--- src/rtl/score_keeper_pkg.sv ---
// Shared types and constants for the score keeper and the game controller.
// Holds the controlSig phase encodings, field widths and FSM states.
package score_keeper_pkg;

    localparam int unsigned SCORE_W     = 7;
    localparam int unsigned PID_W       = 3;
    localparam int unsigned NUM_PLAYERS = 1 << PID_W;
    localparam int unsigned SIG_W       = 3;

    localparam logic [SIG_W-1:0] SIG_INIT     = 3'd0;
    localparam logic [SIG_W-1:0] SIG_SETUP    = 3'd1;
    localparam logic [SIG_W-1:0] SIG_GAME     = 3'd2;
    localparam logic [SIG_W-1:0] SIG_GAMEOVER = 3'd3;
    localparam logic [SIG_W-1:0] SIG_TOP      = 3'd4;
    localparam logic [SIG_W-1:0] SIG_BEST     = 3'd5;

    typedef logic [SCORE_W-1:0] score_t;
    typedef logic [PID_W-1:0]   pid_t;

    // Finishing result captured from the controller at game-over
    typedef struct packed {
        score_t score;
        pid_t   pid;
    } gameResult_t;

    typedef enum logic [2:0] {
        ST_IDLE   = 3'd0,
        ST_SETTLE = 3'd1,
        ST_SAMPLE = 3'd2,
        ST_UPDATE = 3'd3,
        ST_HOLD   = 3'd4
    } state_t;

endpackage

--- src/rtl/score_keeper_if.sv ---
// Controller-to-score-keeper link plus the display/pulse outputs.
// master = controller/stimulus side, slave = score keeper.
interface score_keeper_if;
    import score_keeper_pkg::*;

    logic [SIG_W-1:0] controlSig;
    score_t           scoreIn;
    pid_t             pIDin;
    logic             isGuestIn;
    pid_t             curPID;
    score_t           dispScore;
    pid_t             dispPID;
    logic             dispValid;
    logic             newTop;
    logic             newBest;

    modport master (
        output controlSig, scoreIn, pIDin, isGuestIn, curPID,
        input  dispScore, dispPID, dispValid, newTop, newBest
    );

    modport slave (
        input  controlSig, scoreIn, pIDin, isGuestIn, curPID,
        output dispScore, dispPID, dispValid, newTop, newBest
    );

endinterface

--- src/rtl/score_keeper_best_table.sv ---
// Per-player personal-best storage: flop array with valid bits,
// one write port and two asynchronous read ports (update and display).
module score_keeper_best_table
    import score_keeper_pkg::*;
(
    input  logic   clk,
    input  logic   rst,
    input  logic   we,
    input  pid_t   wAddr,
    input  score_t wData,
    input  pid_t   updAddr,
    output score_t updScore_c,
    output logic   updValid_c,
    input  pid_t   dispAddr,
    output score_t dispScore_c,
    output logic   dispValid_c
);

    score_t                 best [NUM_PLAYERS];
    logic [NUM_PLAYERS-1:0] bestValid;

    always_ff @(posedge clk) begin
        if (!rst) begin
            for (int unsigned i = 0; i < NUM_PLAYERS; i++) begin
                best[i] <= '0;
            end
            bestValid <= '0;
        end else if (we) begin
            best[wAddr]      <= wData;
            bestValid[wAddr] <= 1'b1;
        end
    end

    assign updScore_c  = best[updAddr];
    assign updValid_c  = bestValid[updAddr];
    assign dispScore_c = best[dispAddr];
    assign dispValid_c = bestValid[dispAddr];

endmodule

--- src/rtl/score_keeper.sv ---
// Records finishing scores into personal-best and overall-top storage on
// each non-guest game-over, and drives the top-score display screens.
module score_keeper
    import score_keeper_pkg::*;
(
    input  logic           clk,
    input  logic           rst,
    score_keeper_if.slave  bus
);

    state_t           state;
    state_t           stateNext;
    logic [SIG_W-1:0] prevSig;
    gameResult_t      sample;
    score_t           topScore;
    pid_t             topPID;
    logic             topValid;

    logic   gameOverEntry;
    logic   sampleEn;
    logic   bestWe;
    logic   topWe;
    logic   newBestNext;
    logic   newTopNext;
    score_t updScore;
    logic   updValid;
    score_t rdScore;
    logic   rdValid;

    score_keeper_best_table uTable (
        .clk         (clk),
        .rst         (rst),
        .we          (bestWe),
        .wAddr       (sample.pid),
        .wData       (sample.score),
        .updAddr     (sample.pid),
        .updScore_c  (updScore),
        .updValid_c  (updValid),
        .dispAddr    (bus.curPID),
        .dispScore_c (rdScore),
        .dispValid_c (rdValid)
    );

    assign gameOverEntry = (bus.controlSig == SIG_GAMEOVER) && (prevSig != SIG_GAMEOVER);

    // Next-state and update decisions; strictly-greater keeps the holder on ties
    always_comb begin
        stateNext   = state;
        sampleEn    = 1'b0;
        bestWe      = 1'b0;
        topWe       = 1'b0;
        newBestNext = 1'b0;
        newTopNext  = 1'b0;
        case (state)
            ST_IDLE: begin
                if (gameOverEntry) stateNext = ST_SETTLE;
            end
            ST_SETTLE: stateNext = ST_SAMPLE;
            ST_SAMPLE: begin
                sampleEn  = 1'b1;
                stateNext = bus.isGuestIn ? ST_HOLD : ST_UPDATE;
            end
            ST_UPDATE: begin
                if (!updValid || (sample.score > updScore)) begin
                    bestWe      = 1'b1;
                    newBestNext = 1'b1;
                end
                if (!topValid || (sample.score > topScore)) begin
                    topWe      = 1'b1;
                    newTopNext = 1'b1;
                end
                stateNext = ST_HOLD;
            end
            ST_HOLD: begin
                if (bus.controlSig != SIG_GAMEOVER) stateNext = ST_IDLE;
            end
            default: stateNext = ST_IDLE;
        endcase
    end

    always_ff @(posedge clk) begin
        if (!rst) begin
            state         <= ST_IDLE;
            prevSig       <= '0;
            sample        <= '0;
            topScore      <= '0;
            topPID        <= '0;
            topValid      <= 1'b0;
            bus.newBest   <= 1'b0;
            bus.newTop    <= 1'b0;
            bus.dispScore <= '0;
            bus.dispPID   <= '0;
            bus.dispValid <= 1'b0;
        end else begin
            state       <= stateNext;
            prevSig     <= bus.controlSig;
            bus.newBest <= newBestNext;
            bus.newTop  <= newTopNext;
            if (sampleEn) begin
                sample.score <= bus.scoreIn;
                sample.pid   <= bus.pIDin;
            end
            if (topWe) begin
                topScore <= sample.score;
                topPID   <= sample.pid;
                topValid <= 1'b1;
            end
            // Display fields are zeroed whenever the selected entry is empty
            case (bus.controlSig)
                SIG_TOP: begin
                    bus.dispScore <= topValid ? topScore : '0;
                    bus.dispPID   <= topValid ? topPID : '0;
                    bus.dispValid <= topValid;
                end
                SIG_BEST: begin
                    bus.dispScore <= rdValid ? rdScore : '0;
                    bus.dispPID   <= rdValid ? bus.curPID : '0;
                    bus.dispValid <= rdValid;
                end
                default: begin
                    bus.dispScore <= '0;
                    bus.dispPID   <= '0;
                    bus.dispValid <= 1'b0;
                end
            endcase
        end
    end

endmodule

--- src/flat_wrapper.sv ---
// flat-port wrapper written by rule: the top's interface ports become plain ports
module score_keeper_flat import score_keeper_pkg::*;
  (clk, rst, bus_controlSig, bus_scoreIn, bus_pIDin, bus_isGuestIn, bus_curPID, bus_dispScore, bus_dispPID, bus_dispValid, bus_newTop, bus_newBest);
  score_keeper_if bus_i ();
  input  logic clk;
  input  logic rst;
  input wire logic [$bits(bus_i.controlSig)-1:0] bus_controlSig;
  input wire logic [$bits(bus_i.scoreIn)-1:0] bus_scoreIn;
  input wire logic [$bits(bus_i.pIDin)-1:0] bus_pIDin;
  input wire logic [$bits(bus_i.isGuestIn)-1:0] bus_isGuestIn;
  input wire logic [$bits(bus_i.curPID)-1:0] bus_curPID;
  output wire logic [$bits(bus_i.dispScore)-1:0] bus_dispScore;
  output wire logic [$bits(bus_i.dispPID)-1:0] bus_dispPID;
  output wire logic [$bits(bus_i.dispValid)-1:0] bus_dispValid;
  output wire logic [$bits(bus_i.newTop)-1:0] bus_newTop;
  output wire logic [$bits(bus_i.newBest)-1:0] bus_newBest;
  assign bus_i.controlSig = bus_controlSig;
  assign bus_i.scoreIn = bus_scoreIn;
  assign bus_i.pIDin = bus_pIDin;
  assign bus_i.isGuestIn = bus_isGuestIn;
  assign bus_i.curPID = bus_curPID;
  assign bus_dispScore = bus_i.dispScore;
  assign bus_dispPID = bus_i.dispPID;
  assign bus_dispValid = bus_i.dispValid;
  assign bus_newTop = bus_i.newTop;
  assign bus_newBest = bus_i.newBest;
  score_keeper u_core (.clk(clk), .rst(rst), .bus(bus_i));
endmodule
--- config.mk ---
export PLATFORM = sky130hd
export DESIGN_NAME = score_keeper_flat
export DESIGN_NICKNAME = d
export VERILOG_FILES = /design/src/rtl/score_keeper_pkg.sv /design/src/rtl/score_keeper_if.sv /design/src/rtl/score_keeper_best_table.sv /design/src/rtl/score_keeper.sv /design/src/flat_wrapper.sv
export SDC_FILE = /design/constraint.sdc
export NUM_CORES = 1
export LEC_CHECK = 0
export BUFFER_PORTS_ARGS = -buffer_cell sky130_fd_sc_hd__buf_2
export CORE_ASPECT_RATIO = 1.25
export CORE_MARGIN = 4
export CORE_UTILIZATION = 27
export DETAILED_ROUTE_END_ITERATION = 10
export HOLD_SLACK_MARGIN = 0.02
export SLEW_MARGIN = 5
export SYNTH_ARGS = -nofsm -noshare
export SYNTH_HDL_FRONTEND = slang
export SYNTH_SLANG_ARGS = --single-unit
export TNS_END_PERCENT = 20
--- constraint.sdc ---
create_clock -name clk -period 5.55 [get_ports clk]
set_input_delay 1.11 -clock clk [delete_from_list [all_inputs] [get_ports clk]]
set_output_delay 1.11 -clock clk [all_outputs]
set_load 0.005 [all_outputs]
# Word-level counts from Yosys, hierarchy flattened
# Memory sizes are Yosys's and may differ from the RTL's. A register that Yosys moved wholly into a read port is not among the register bits.
# Index checks and enable logic that the tools add are counted.
# W data, S select, Z words.
totals:
  register_bits: 48
  n_memories: 1
  ramBits: 56
  word_cells: 71
  output_inout_bits: 13
memory_table:
  columns: ["name", "depth", "word_bits", "rd", "rd_clocked_by_memory_dff", "wr", "line_no", "source"]
  rows:
  - ["u_core.uTable.best", 8, 7, 2, 1, 8, "score_keeper_best_table.sv:19", "score_t best [NUM_PLAYERS];"]
op_classes:
  bitwise: 1
  order_cmp: 5
  muxes: 31
  eq_ne: 11
  reduce_logical: 9
ops:
  columns: ["op", "count"]
  rows:
  - ["$mux W3", 8]
  - ["$mux W7", 3]
  - ["$pmux W3 S5", 1]
  - ["$gt A7 B7 Y1", 2]
  - ["$pmux W7 S2", 1]
  - ["$mux W1", 13]
  - ["$eq A3 B2 Y1 const B", 3]
  - ["$eq A3 B3 Y1 const B", 3]
  - ["$lt A3 B4 Y1 const B", 2]
  - ["$or A8 B8 Y8", 1]
  - ["$reduce_or A7 Y1", 1]
  - ["$bmux W1 S3", 2]
  - ["$ne A3 B2 Y1 const B", 2]
  - ["$pmux W3 S2", 1]
  - ["$ne A2 B1 Y1 const B", 2]
  - ["$demux W1 S3", 1]
  - ["$eq A3 B1 Y1 const B", 1]
  - ["$ge A3 B1 Y1 const B", 1]
  - ["$logic_not A3 Y1", 1]
  - ["$logic_and A1 B1 Y1", 2]
  - ["$logic_not A1 Y1", 2]
  - ["$logic_or A1 B1 Y1", 2]
  - ["$pmux W1 S2", 1]
  - ["$reduce_and A2 Y1", 1]

# Longest topological paths before layout
depth:
  ltp_word: 11
  ltp_mapped: 11

# By module
# Synthesis repeated with hierarchy kept, for this count alone.
unflattened:
  hier_cells: 431
  hier_area_um2: 5336.4
by_module_without_submodules:
  columns: ["module", "instances", "cells_each", "area_each_um2"]
  rows:
  - ["score_keeper_best_table", 1, 229, 3454.6]
  - ["score_keeper", 1, 202, 1881.8]

# Least setup slack after synthesis
# OpenSTA, ideal clock, no wires.
synth_path:
  kind: "reg2reg"
  start: "reg with a tool-made name"
  end: "mem u_core.uTable.best[0][6] in the netlist's numbering (data pin)"
  n_path_buf: 4
  t_required_ns: 5.259
  path_stages_with_launch: 12
  setup_time_ns: 0.291
  arrival_ns: 2.831
  period_less_slack_ns: 3.122
  setup_slack_ns: 2.428
  path_cell_list: "dfxtp_1 clkbuf_1 buf_2 mux4_2 mux2i_1 ha_1 nand4_1 or2_2 o21ai_1 buf_2 buf_2 a2111oi_2"
synth_lines:
  columns: ["item", "line_no"]
  rows:
  - ["end, declared", "score_keeper_best_table.sv:19"]

==> flow_summary_export.csv <==
group,metric,value,unit
clock_tree,cts_buffer_depth,2,
hold_path,hp-class,"flip-flop to flip-flop",
cells_and_area,final_area,6420,µm²
cells_and_area,postLayoutCoreUtil,30.6,%
cells_and_area,layout-drive-gt1-share,21.5,%
power,clock_power_share,40.2,%
global_routing,use_met3,2.22,%
sta,fmax,246,MHz
synthesis,ys_ff_latch,107,
synthesis,synth_fa_ha_area_share,3.02,%
synthesis,synth_edf_count,56,
floorplanning,die-area,23900,µm²
sta,min_period_over_period,73.4,%
synthesis,ys_seq_area_share,46.6,%
synthesis,yosysWarnings,0,
power,p_switching,385,µW
place,hpwl,10700,µm
setup_path,r2r_setup_slack,1480,ps
setup_path,arrival,4030,ps
place,gp_congestion,0.855,
drt,avgRoutedWirePerCell,20.3,µm
drt,drt-pass1-iter-count,7,
power,switching_share,23.2,%
setup_path,reg2reg_depth,7,
sta,setup-tns-final,0,ps
clock_tree,clk_pin_slew,70,ps
synthesis,mappedNetlistArea,5800,µm²
sta,setup_violations,0,
floorplanning,die_y,172,µm
synthesis,synthTopCellsByArea,"edfxtp_1 (29%), dfxtp_1 (18%), mux4_2 (11%), mux2i_1 (6.6%), nand2_1 (4.3%)",
drt,drtAntennaViolNets,0,
synthesis,synth_top_area_share,29.0,%
power,total_power,1660,µW
global_routing,use_met2,23.7,%
global_routing,busiest_layer,"met2",
power,ir_drop,109,µV
setup_path,path_max_fanout,14,
synthesis,syn_nets,524,
floorplanning,num_io_pins,32,
cells_and_area,finish.net_count,522,
global_routing,grt_max_degree,59,
synthesis,synthesis.instances,491,
sta,whs,461,ps
sta,final_max_slew_viol_count,0,
sta,worst_pin_slew,1270,ps
clock_tree,cts_sinks,107,
sta,slew_headroom,15.3,%
status,status,"completed",
clock_tree,cts_setup_buffers,0,
synthesis,yosys.area.top_type,"edfxtp_1",
flow_run,cap_violations,0,
sta,rsz0062_at_grt,"false",
clock_tree,root_buffer,"clkbuf_16",
floorplanning,core,21000,µm²
synthesis,synth_xor_area_share,0,%
synthesis,ys_types,47,
setup_path,crit_required,5510,ps
setup_path,cp-end-kind,"flip-flop",
power,pwr-share-seq,52.3,%
clock_tree,cts_tree,"built",
global_routing,grt.total_usage,13.2,%
hold_path,min_to,"u_core.topPID[1]",
synthesis,synth_top_family_by_area,"multiplexers",
global_routing,grt_pass1_vias,4300,
floorplanning,die_w,139,µm
setup_path,critical_path_class,"flip-flop to flip-flop",
cells_and_area,area_growth,10.7,%
floorplanning,start_util,27.7,%
power,p_int,1270,µW
power,p_per_area,258,nW/µm²
clock_tree,cts_resized,0,
sta,skew,7.57,ps
sta,min_period,4070,ps
global_routing,grt_pass1_wl,24700,µm
power,p_leak,0.00199,µW
global_routing,antenna_found_initial,0,
clock_tree,cts_htree_levels,3,
global_routing,overflow,0,
setup_path,start_kind,"flip-flop",
synthesis,muxShareOfSynthArea,18.2,%
synthesis,synth_ff_type,"edfxtp_1",
sta,hold_violations,0,
power,p_comb_share,7.5,%
global_routing,grtUsageMet1,15.3,%
drt,drt-initial-drc-count,292,
clock_tree,numCtsBuffers,9,
drt,totalWireLength,15600,µm
drt,viasPerCell,5.51,
place,io_buffer_count,31,
setup_path,rr_endpoint,"u_core.uTable.best[4][4]",
drt,via_count,4228,
synthesis,synthArstFlopShare,0,%
clock_tree,insertion_delay,350,ps
cells_and_area,antennaDiodeCount,0,
drt,drc,0,
clock_tree,cts_hold_buf,0,
floorplanning,rows,59,
synthesis,synth-simple-area-share,10.3,%
cells_and_area,final_common_cell,"nand2_1",
cells_and_area,final_cell_mix,"nand2_1 (66), edfxtp_1 (56), dfxtp_1 (51)",
hold_path,holdPathStages,2,
place,place_area,6100,µm²
synthesis,synth_compound_area_share,17.2,%
synthesis,syn_avg_cell_area,11.8,µm²
hold_path,hp-start,"u_core.topPID[1]",
-- worst max-delay path, stage by stage, from the launching register on --
cell,delay (ps)
dfxtp_1,960
mux4_2,620
mux2_2,280
ha_1,170
nand3b_1,150
a21oi_1,350
nor2_1,170
o221ai_1,1000
-- how the worst max path moves through the flow --
stage	startpoint	end	slack, ps	cells after the start
after detailed placement	flip-flop	u_core.uTable.best[4][5]	1430	7
after global routing	flip-flop	u_core.uTable.best[5][4]	1180	7
final	flip-flop	u_core.uTable.best[4][4]	1480	7
after global placement	flip-flop	u_core.uTable.best[4][5]	1520	7
after floorplan	flip-flop	u_core.uTable.best[0][6]	2430	11
after CTS	flip-flop	u_core.uTable.best[4][4]	1410	7
-- registers in the layout (all words and copies together) (netlist names), named ones only --
| signal | count |
|---|---|
| u_core.bus.newTop | 1 |
| u_core.topPID | 3 |
| u_core.topValid | 1 |
| u_core.bus.dispPID | 3 |
| u_core.bus.newBest | 1 |
| u_core.bus.dispScore | 7 |
| u_core.topScore | 7 |
| u_core.uTable.best | 56 |
| u_core.sample | 10 |
| u_core.prevSig | 3 |
| u_core.uTable.bestValid | 8 |
| u_core.state | 3 |
| u_core.bus.dispValid | 1 |
-- cell type report --
class                   instances  area (µm²)
fillers                      2128       14500
multi-input cells             325        2840
flip-flops and latches        107        2700
well taps                     274         343
clock buffers                  13         293
repair buffers                 33         170
inverters                      13        48.8
clock inverters                 3        23.8
-- power groups by stage --
stage / clock (µW) / combinational (µW) / sequential [µW]
6_report: 666 / 123 / 867
5_1_grt: 708 / 135 / 868
4_1_cts: 678 / 123 / 866
3_5_place_dp: 0 / 123 / 884
3_3_place_gp: 0 / 120 / 883
2_1_floorplan: 0 / 94.3 / 872
-- cell usage after synthesis (4+ instances only) --
| library cell | number |
|---|---|
| nand3_1 | 4 |
| mux2i_1 | 38 |
| ha_1 | 14 |
| edfxtp_1 | 56 |
| a211oi_1 | 13 |
| a21oi_1 | 14 |
| o21ai_0 | 13 |
| a2111oi_2 | 15 |
| buf_2 | 16 |
| and2_1 | 4 |
| a2111oi_0 | 27 |
| a22oi_1 | 4 |
| dfxtp_1 | 51 |
| clkbuf_1 | 22 |
| nor2b_1 | 4 |
| o31ai_1 | 4 |
| o221ai_1 | 5 |
| inv_1 | 13 |
| nand2_1 | 67 |
| buf_6 | 4 |
| nand2b_1 | 7 |
| mux4_2 | 29 |
| nor2_1 | 26 |
-- routing by layer --
layer,share of wire [%],vias to the layer above
met3,7.1,42
met2,51,190
li1,-,1901
met5,0,-
met4,4.7,0
met1,37,2095
-- through the flow --
step	setup WS (ps)	std cells
floorplan	2430	491
global placement	1520	752
detailed placement	1430	752
CTS	1410	768
global route	1180	768
finish	1480	768
-- cells by family after synthesis --
logic type,Yosys count
and+or+nand+nor,129
AOI/OAI and AO/OA,113
DFF,107
muxes,69
buffers and inverters,59
adders and majority gates,14
(Power assumes the default switching activity.)
